`config.mk`:
```
export PLATFORM = sky130hd
export DESIGN_NAME = execute_muldiv
export DESIGN_NICKNAME = d
export VERILOG_FILES = /design/src/rtl/execute_muldiv.sv
export SDC_FILE = /design/constraint.sdc
export NUM_CORES = 1
export LEC_CHECK = 0
export ABC_CLOCK_PERIOD_IN_PS = 8300
export CAP_MARGIN = 30
export CORE_MARGIN = 1.5
export CORE_UTILIZATION = 35
export DETAILED_ROUTE_END_ITERATION = 8
export GPL_ROUTABILITY_DRIVEN = 0
export PLACE_DENSITY = 0.58
export SLEW_MARGIN = 20
export SYNTH_ARGS = -nofsm -noshare
export SYNTH_HDL_FRONTEND = slang
export SYNTH_SLANG_ARGS = --single-unit
```
`constraint.sdc`:
```
create_clock -name clk -period 8.3 [get_ports clk]
set_input_delay 1.66 -clock clk [delete_from_list [all_inputs] [get_ports clk]]
set_output_delay 1.66 -clock clk [all_outputs]
set_load 0.02 [all_outputs]
```
`src/rtl/execute_muldiv.sv`:
```
// Iterative RV32M multiply/divide unit for the execute stage.
// Radix-2 shift-add multiply and restoring divide on operand magnitudes, with sign fix-up at completion.
module execute_muldiv #(
    parameter int DATA_WIDTH = 32,
    parameter int CNT_WIDTH  = $clog2(DATA_WIDTH)
) (
    input  logic                  clk,
    input  logic                  rst_n,
    input  logic                  start,
    input  logic [2:0]            op,
    input  logic [DATA_WIDTH-1:0] src_a,
    input  logic [DATA_WIDTH-1:0] src_b,
    input  logic                  flush,
    output logic                  stall,
    output logic                  busy,
    output logic                  done,
    output logic [DATA_WIDTH-1:0] result
);

    localparam int W = DATA_WIDTH;

    typedef enum logic [1:0] {IDLE, CALC, DONE} state_t;

    state_t               state_q, state_d;
    logic [CNT_WIDTH-1:0] cnt_q, cnt_d;
    logic                 done_q, done_d;
    logic [W-1:0]         result_q, result_d;
    logic [2:0]           op_q, op_d;
    logic [W-1:0]         b_q, b_d;
    logic                 sa_q, sa_d, sb_q, sb_d;
    logic [2*W-1:0]       acc_q, acc_d;

    function automatic logic [W-1:0] cond_neg(input logic [W-1:0] v, input logic neg);
        return neg ? -v : v;
    endfunction

    function automatic logic [2*W-1:0] cond_neg_wide(input logic [2*W-1:0] v, input logic neg);
        return neg ? -v : v;
    endfunction

    // Operand decode at acceptance
    logic         signed_a, signed_b, sa_in, sb_in;
    logic [W-1:0] mag_a, mag_b;
    logic         div_zero, div_ovf, special;
    logic [W-1:0] special_res;

    always_comb begin
        signed_a    = (op == 3'b000) || (op == 3'b001) || (op == 3'b010) ||
                      (op == 3'b100) || (op == 3'b110);
        signed_b    = (op == 3'b000) || (op == 3'b001) || (op == 3'b100) || (op == 3'b110);
        sa_in       = signed_a & src_a[W-1];
        sb_in       = signed_b & src_b[W-1];
        mag_a       = cond_neg(src_a, sa_in);
        mag_b       = cond_neg(src_b, sb_in);
        div_zero    = op[2] && (src_b == '0);
        div_ovf     = op[2] && !op[0] && (src_a == {1'b1, {(W-1){1'b0}}}) && (src_b == '1);
        special     = div_zero || div_ovf;
        special_res = '0;
        if (div_zero)
            special_res = op[1] ? src_a : '1;
        else if (div_ovf)
            special_res = op[1] ? '0 : src_a;
    end

    // One radix-2 iteration; acc = {hi, lo} where lo starts as |src_a|
    logic [W:0]     mul_sum;
    logic [W:0]     rem_sh;
    logic           div_ge;
    logic [W-1:0]   div_diff;
    logic [2*W-1:0] iter;
    logic [2*W-1:0] prod;
    logic [W-1:0]   fin_res;

    always_comb begin
        mul_sum  = {1'b0, acc_q[2*W-1:W]} + (acc_q[0] ? {1'b0, b_q} : {(W+1){1'b0}});
        rem_sh   = {acc_q[2*W-1:W], acc_q[W-1]};
        div_ge   = rem_sh >= {1'b0, b_q};
        div_diff = rem_sh[W-1:0] - b_q;
        if (op_q[2])
            iter = {(div_ge ? div_diff : rem_sh[W-1:0]), acc_q[W-2:0], div_ge};
        else
            iter = {mul_sum, acc_q[W-1:1]};
        prod = cond_neg_wide(iter, sa_q ^ sb_q);
        if (op_q[2])
            fin_res = op_q[1] ? cond_neg(iter[2*W-1:W], sa_q) : cond_neg(iter[W-1:0], sa_q ^ sb_q);
        else
            fin_res = (op_q[1:0] == 2'b00) ? prod[W-1:0] : prod[2*W-1:W];
    end

    always_comb begin
        state_d  = state_q;
        cnt_d    = cnt_q;
        done_d   = 1'b0;
        result_d = result_q;
        op_d     = op_q;
        b_d      = b_q;
        sa_d     = sa_q;
        sb_d     = sb_q;
        acc_d    = acc_q;
        case (state_q)
            IDLE: begin
                if (start && !flush) begin
                    op_d  = op;
                    sa_d  = sa_in;
                    sb_d  = sb_in;
                    b_d   = mag_b;
                    acc_d = {{W{1'b0}}, mag_a};
                    cnt_d = CNT_WIDTH'(W - 1);
                    if (special) begin
                        state_d  = DONE;
                        done_d   = 1'b1;
                        result_d = special_res;
                    end else begin
                        state_d = CALC;
                    end
                end
            end
            CALC: begin
                if (flush) begin
                    state_d = IDLE;
                end else begin
                    acc_d = iter;
                    cnt_d = cnt_q - 1'b1;
                    if (cnt_q == '0) begin
                        state_d  = DONE;
                        done_d   = 1'b1;
                        result_d = fin_res;
                    end
                end
            end
            DONE:    state_d = IDLE;
            default: state_d = IDLE;
        endcase
    end

    always_ff @(posedge clk or negedge rst_n) begin
        if (!rst_n) begin
            state_q  <= IDLE;
            cnt_q    <= '0;
            done_q   <= 1'b0;
            result_q <= '0;
            op_q     <= '0;
            b_q      <= '0;
            sa_q     <= 1'b0;
            sb_q     <= 1'b0;
            acc_q    <= '0;
        end else begin
            state_q  <= state_d;
            cnt_q    <= cnt_d;
            done_q   <= done_d;
            result_q <= result_d;
            op_q     <= op_d;
            b_q      <= b_d;
            sa_q     <= sa_d;
            sb_q     <= sb_d;
            acc_q    <= acc_d;
        end
    end

    assign stall  = ((state_q == IDLE) && start && !flush) || (state_q == CALC);
    assign busy   = (state_q != IDLE);
    assign done   = done_q;
    assign result = result_q;

endmodule

```
==> results of run 1 <==
## flip-flops by register name (all words and copies together) (netlist names)
signal   flops
cnt_q        5
sb_q         1
acc_q       64
op_q         3
result      32
done         1
state_q      2
b_q         32
sa_q         1
## cells by family after synthesis
logic type,after synthesis
AOI/OAI and AO/OA,744
xor gates and xnor gates,146
adders and majority gates,73
buffers and inverters,217
DFF,141
muxes,54
and+or+nand+nor,836
## worst max path at each step
stage	start	endpoint	slack [ns]
after detailed placement	src_a[2]	result[15]	1.86
after global placement	src_a[2]	result[15]	1.91
after CTS	acc_q[43]	result[30]	1.94
after global routing	b_q[6]	result[30]	1.46
final	acc_q[43]	result[30]	1.72
after floorplan	op_q[2]	result[30]	2.68
## worst min-delay path: cells and delay by family (launching register included)
family / cells / cell delay, ns
DFF: 1 / 0.35
AOI/OAI and AO/OA: 1 / 0.06
and+or+nand+nor: 1 / 0.05
## power groups by stage
| stage | clock [mW] | sequential (mW) | combinational [mW] |
|---|---|---|---|
| 3_5_place_dp | 0 | 1.01 | 3.70 |
| 4_1_cts | 0.841 | 1.00 | 3.72 |
| 3_3_place_gp | 0 | 1.00 | 3.67 |
| 2_1_floorplan | 0 | 0.944 | 2.70 |
| 5_1_grt | 0.867 | 1.02 | 4.10 |
| 6_report | 0.832 | 1.01 | 3.86 |
## area by class of cell
type	count	area [um2]	share of cell area
clock buffer	21	460.4	0.02497
clock inverter	11	141.4	0.007669
inverter	76	285.3	0.01547
multi-input combinational	1853	11950	0.6479
sequential	141	3532	0.1916
tap	607	759.5	0.04119
timing repair buffer	136	1313	0.07119
## synth_stat cells, types with 11 or more instances
library cell and instances:
mux2i_1 38, o31ai_1 22, mux2_2 14, inv_1 73, and4_1 13, buf_2 18, nand3_1 36, a21oi_1 186
xnor2_1 82, a21o_1 21, and3_1 22, o21a_1 13, nor3_1 52, or3_1 26, nor2_1 207, xor2_1 64
ha_1 71, o41ai_1 13, a31oi_1 37, clkbuf_1 86, a22o_1 12, or2_2 17, o22ai_1 11, nand2b_1 15
o21bai_1 12, o211ai_1 32, buf_6 19, nand2_1 244, nor4_1 30, nand4_1 40, and2_1 53, a211oi_1 23
o21ai_1 14, dfrtp_1 141, o21ai_0 214
## layer usage
| metal | GRT usage | part of all wire | vias up |
|---|---|---|---|
| met5 | 0 | 0.00014 | - |
| met4 | 0.1238 | 0.045 | 2 |
| li1 | - | - | 8190 |
| met2 | 0.4292 | 0.44 | 991 |
| met1 | 0.3878 | 0.42 | 8598 |
| met3 | 0.05811 | 0.096 | 188 |
## per-stage QoR
| stage | cell area [um2] | instances | hold WS (ns) | setup WS (ns) |
|---|---|---|---|---|
| 6_report | 18440 | 2845 | 0.4955 | 1.719 |
| 5_1_grt | 18440 | 2845 | 0.5255 | 1.461 |
| 4_1_cts | 18410 | 2842 | 0.4989 | 1.945 |
| 3_5_place_dp | 17800 | 2810 | 0.4869 | 1.861 |
| 3_3_place_gp | 17780 | 2809 | 0.4813 | 1.908 |
| 2_1_floorplan | 16490 | 2211 | 0.4620 | 2.678 |
==> results.yml, run 1 <==
outcome:
  outcome: "complete, no violations"
critical_path:
  r2r_start: "acc_q[43]"
  start_kind: "flip-flop"
  crit_fanout: 14
  rrSetupSlack_ns: 1.72
  r2r-end: "result[30]"
  cp_top_family: "simple AND/OR/NAND/NOR gates"
  slowest_stage: "o31ai_4"
  cp.depth: 19
  cp-end-kind: "flip-flop"
  crit_buf_inv: 0
  max_stage_delay_ns: 0.57
  cp_common_cell: "ha_1"
  crit_chain: "ha_1, a21oi_2, o21ai_2, a22o_4, o31ai_4, nand4_1, o21ai_0, ha_1, o211ai_1, o21bai_1, or3_1, nor3_2, and2_1, and4b_1, or4b_1, nor3_4, nor3_1, a2111o_1, o311ai_2"
  reg2reg_depth: 19
  criticalPathCategory: "reg -> reg"
  cp.arrival_ns: 6.97
  crit_required_ns: 8.69
finish:
  nFillCells: 4824
  final_util: 0.3960
  area_growth_pct: 11.83
  n_antenna_cell: 0
  layout_common_cells: "244 x nand2_1, 214 x o21ai_0, 205 x nor2_1"
  nets: 2369
  mostFrequentLayoutCell: "nand2_1"
  drive_gt1_frac: 0.07507
logic_synthesis:
  synth.mux.area_fraction: 0.03400
  synth_edf_count: 0
  synth_adder_area_share: 0.05631
  synth_area_leaders: "dfrtp_1 21%, o21ai_0 6.5%, a21oi_1 5.6%"
  synth.distinct_cells: 123
  synthCells: 2211
  synth-async-reset-ratio: 1.000
  yosys_warnings: 0
  synthesis.nets: 2355
  syn-cell-area_um2: 16490
  synth-xor-area-share: 0.07757
  yosysSeqAreaShare: 0.2140
  synth_top_area_share: 0.2140
  synth-simple-area-share: 0.2585
  synth_seq_cells: 141
  synth.avg_cell_area_um2: 7.456
  synth_top_family_by_area: "compound AO/OA/AOI/OAI gates"
  synth_compound_area_frac: 0.2957
  synth_flop_cell: "dfrtp_1"
  synth_top_area_cell: "dfrtp_1"
timing:
  hold_viol: 0
  setup_tns_ns: 0
  worst_pin_slew_ns: 1.037
  setup_viol: 0
  slew_violations: 0
  fmax_mhz: 152.0
  rsz0062_at_grt: "no"
  max_slew_margin: 0.2891
  fin_skew_ns: 0.02549
  fin_crit_ns: 6.581
  timing.final.crit_share: 0.7929
power_and_ir_drop:
  leakage_nw: 7.361
  p_clk_frac: 0.146
  powerDensity_nw_per_um2: 309.0
  power_mw: 5.696
  p_comb_frac: 0.677
  p_switching_mw: 3.108
  seqPwrFrac: 0.177
  p_sw_frac: 0.5456
  internal-power_mw: 2.588
  peakVddDrop_mv: 0.1971
worst_hold_path:
  hold_class: "reg -> reg"
  hold_path_end: "b_q[30]"
  min-delay-start: "b_q[30]"
  hold_depth: 2
die:
  die_height_um: 220.0
  dieArea_um2: 48410
  top_level_ports: 106
  num_rows: 79
  die_w_um: 220.0
  start_util: 0.3541
  core_area_um2: 46560
routing:
  drc: 0
  drtAntennaViolNets: 0
  via_per_inst: 6.316
  dr.first_iter.drc_count: 2278
  wl_per_cell_um: 24.27
  firstDrtPassIters: 8
  drt-total-wl_um: 69060
  vias: 17970
clocking:
  clk_latency_ns: 0.49
  htree_num_levels: 4
  cts.sinks: 141
  postCtsSetupBuffers: 0
  clock_path_buffers: 2
  path_clk_slew_ns: 0.07
  numCtsBuffers: 17
  post_cts_resized: 0
  clockRootBuffer: "clkbuf_16"
  cts_tree: "yes"
  hold_buffers: 0
place:
  io_buffer_count: 105
  hpwl_um: 53260
global_routing:
  grt_antenna_before_repair: 1
  grt_max_degree: 83
  overflow: 0
  grt_pass1_vias: 16830
  grt_pass1_wl_um: 104000
  gr-usage-all-layers: 0.2837
run:
  drv_cap: 0
No activity file was read; power rests on OpenSTA's default activity.
==> run 2: changes to the inputs <==
--- a/config.mk
+++ b/config.mk
@@ -5,13 +5,13 @@
 export SDC_FILE = /design/constraint.sdc
 export NUM_CORES = 1
 export LEC_CHECK = 0
-export ABC_CLOCK_PERIOD_IN_PS = 8300
+export ABC_CLOCK_PERIOD_IN_PS = 5500
 export CAP_MARGIN = 30
 export CORE_MARGIN = 1.5
 export CORE_UTILIZATION = 35
 export DETAILED_ROUTE_END_ITERATION = 8
 export GPL_ROUTABILITY_DRIVEN = 0
-export PLACE_DENSITY = 0.58
+export PLACE_DENSITY = 0.6
 export SLEW_MARGIN = 20
 export SYNTH_ARGS = -nofsm -noshare
 export SYNTH_HDL_FRONTEND = slang
==> constraint.sdc (replaced) <==
create_clock -name clk -period 5.5 [get_ports clk]
set_input_delay 1.1 -clock clk [delete_from_list [all_inputs] [get_ports clk]]
set_output_delay 1.1 -clock clk [all_outputs]
set_load 0.02 [all_outputs]
==> results.yml, run 2 (synthesis results as in run 1) <==
routing:
  dr_wl_met3_um: 6566
  via_per_inst: 6.315
  drc: 0
  drtAntennaViolNets: 0
  met2WireLength_um: 30090
  drt-total-wl_um: 69480
  wl_per_cell_um: 23.98
  firstDrtPassIters: 6
  vias: 18300
  top_layer_used: "met5"
  m1WireLength_um: 28940
  dr.first_iter.drc_count: 2413
finish:
  stdcell_count: 2897
  largest_reg_flops: 64
  nets: 2419
  stdcell_area_um2: 18870
  mostFrequentLayoutCell: "nand2_1"
  area_growth_pct: 14.44
  drive_gt1_frac: 0.1031
  layout_common_cells: "244 x nand2_1, 214 x o21ai_0, 205 x nor2_1"
  registers.top_by_ff_count: "acc_q"
  final_util: 0.4052
global_routing:
  grt_pass1_vias: 16930
  grt_max_degree: 76
  grt_antenna_before_repair: 4
  gr-usage-all-layers: 0.2858
  overflow: 0
  grt_pass1_wl_um: 104200
place:
  dp.cells: 2860
  placed_area_um2: 18200
  hpwl_um: 53680
  dp_worst_setup_slack_ns: 0.1385
  io_buffer_count: 105
critical_path:
  start_kind: "flip-flop"
  cp_common_cell: "and4_1"
  max_stage_delay_ns: 0.50
  crit_chain: "ha_1, and4_1, and4_1, a41oi_2, nand2b_4, nand4_1, buf_4, o21ai_0, ha_2, o211ai_1, o21bai_1, or3_1, nor3_2, and2_1, and4b_1, or4b_4, nor3_4, nor3_1, a2111o_1, o311ai_2"
  criticalPathCategory: "reg -> reg"
  slowest_stage: "or4b_4"
  rrSetupSlack_ns: 0.17
  reg2reg_depth: 20
  crit_fanout: 10
  crit_required_ns: 5.87
  cp-end-kind: "flip-flop"
  cp.arrival_ns: 5.71
power_and_ir_drop:
  powerDensity_nw_per_um2: 467.5
  leakage_nw: 7.592
  power_mw: 8.820
  peakVddDrop_mv: 0.3241
timing:
  worst_pin_slew_ns: 1.001
  worst_slack_ns: 0.1650
  fin_crit_ns: 5.335
  setup_viol: 0
  fin_skew_ns: 0.01667
  timing.final.crit_share: 0.9700
  hold_viol: 0
  slew_violations: 0
  max_slew_margin: 0.3275
  fmax_mhz: 187.4
clocking:
  clk_latency_ns: 0.48
  path_clk_slew_ns: 0.07
  cts.sinks: 141
  clockRootBuffer: "clkbuf_16"
  htree_num_levels: 4
  clock_path_buffers: 2
  cts_tree: "yes"
  hold_buffers: 0
  numCtsBuffers: 17
die:
  dieArea_um2: 48410
  die_height_um: 220.0
  start_util: 0.3541
  top_level_ports: 106
  die_w_um: 220.0
  num_rows: 79
  core_area_um2: 46560
worst_hold_path:
  hold_depth: 2
  hold_class: "reg -> reg"
run:
  drv_cap: 0
outcome:
  outcome: "complete, no violations"
-- run 2: changes by cell type in the layout (fill, tap and decap cells not counted), moves of 3 or more --
cell      change
inv_6         +5
ha_2         +12
ha_1         -12
clkinv_4      +3
buf_4        +51
buf_12        +3
-- run 2: cell type report --
| cell class | count | area, um2 |
|---|---|---|
| repair buffers | 186 | 1698 |
| well taps | 607 | 759.5 |
| diodes | 2 | 5.005 |
| inverters | 76 | 285.3 |
| fillers | 4787 | 27690 |
| multi-input cells | 1853 | 12000 |
| clock buffers | 17 | 425.4 |
| clock inverters | 15 | 161.4 |
| flip-flops and latches | 141 | 3532 |
-- run 2: critical path: cells and delay by family (launching register included) --
family / cells / cell delay [ns]
AOI/OAI and AO/OA: 6 / 1.25
DFF: 1 / 0.42
buffers and inverters: 1 / 0.21
adders and majority gates: 2 / 0.67
and+or+nand+nor: 11 / 2.68
-- run 2: worst paths after layout --
path / from / to
max: acc_q[54] / result[30]
min: result[12] / result[12]
max reg2reg: acc_q[54] / result[30]
min reg2reg: result[12] / result[12]
max in group asynchronous: rst_n / result[15]
min in group asynchronous: rst_n / result[4]
-- run 2: metal layers --
layer,GRT usage,vias to the layer above
li1,-,8288
met1,0.3831,8748
met2,0.4302,1035
met3,0.05424,221
met4,0.1574,4
met5,0,-
-- run 2: stage by stage --
stage                      TNS (ns)  hold WS (ns)
after floorplan                   0        0.4620
after global placement            0        0.4811
after detailed placement          0        0.4872
after CTS                         0        0.5034
after global routing      -0.005359        0.5365
final                             0        0.4967
-- run 2: report_power, final --
part / leakage, nW / internal, mW / switching [mW]
sequential: 1.80 / 1.24 / 0.287
combinational: 5.50 / 2.15 / 3.91
clock: 0.289 / 0.674 / 0.558
total: 7.59 / 4.06 / 4.76
-- run 2: what timing repair did --
item	4_1_cts	5_1_grt
hold endpoints to repair	0	0
setup buffers	0	3
endpoints found under the setup margin	0	5
gates resized for setup	0	17
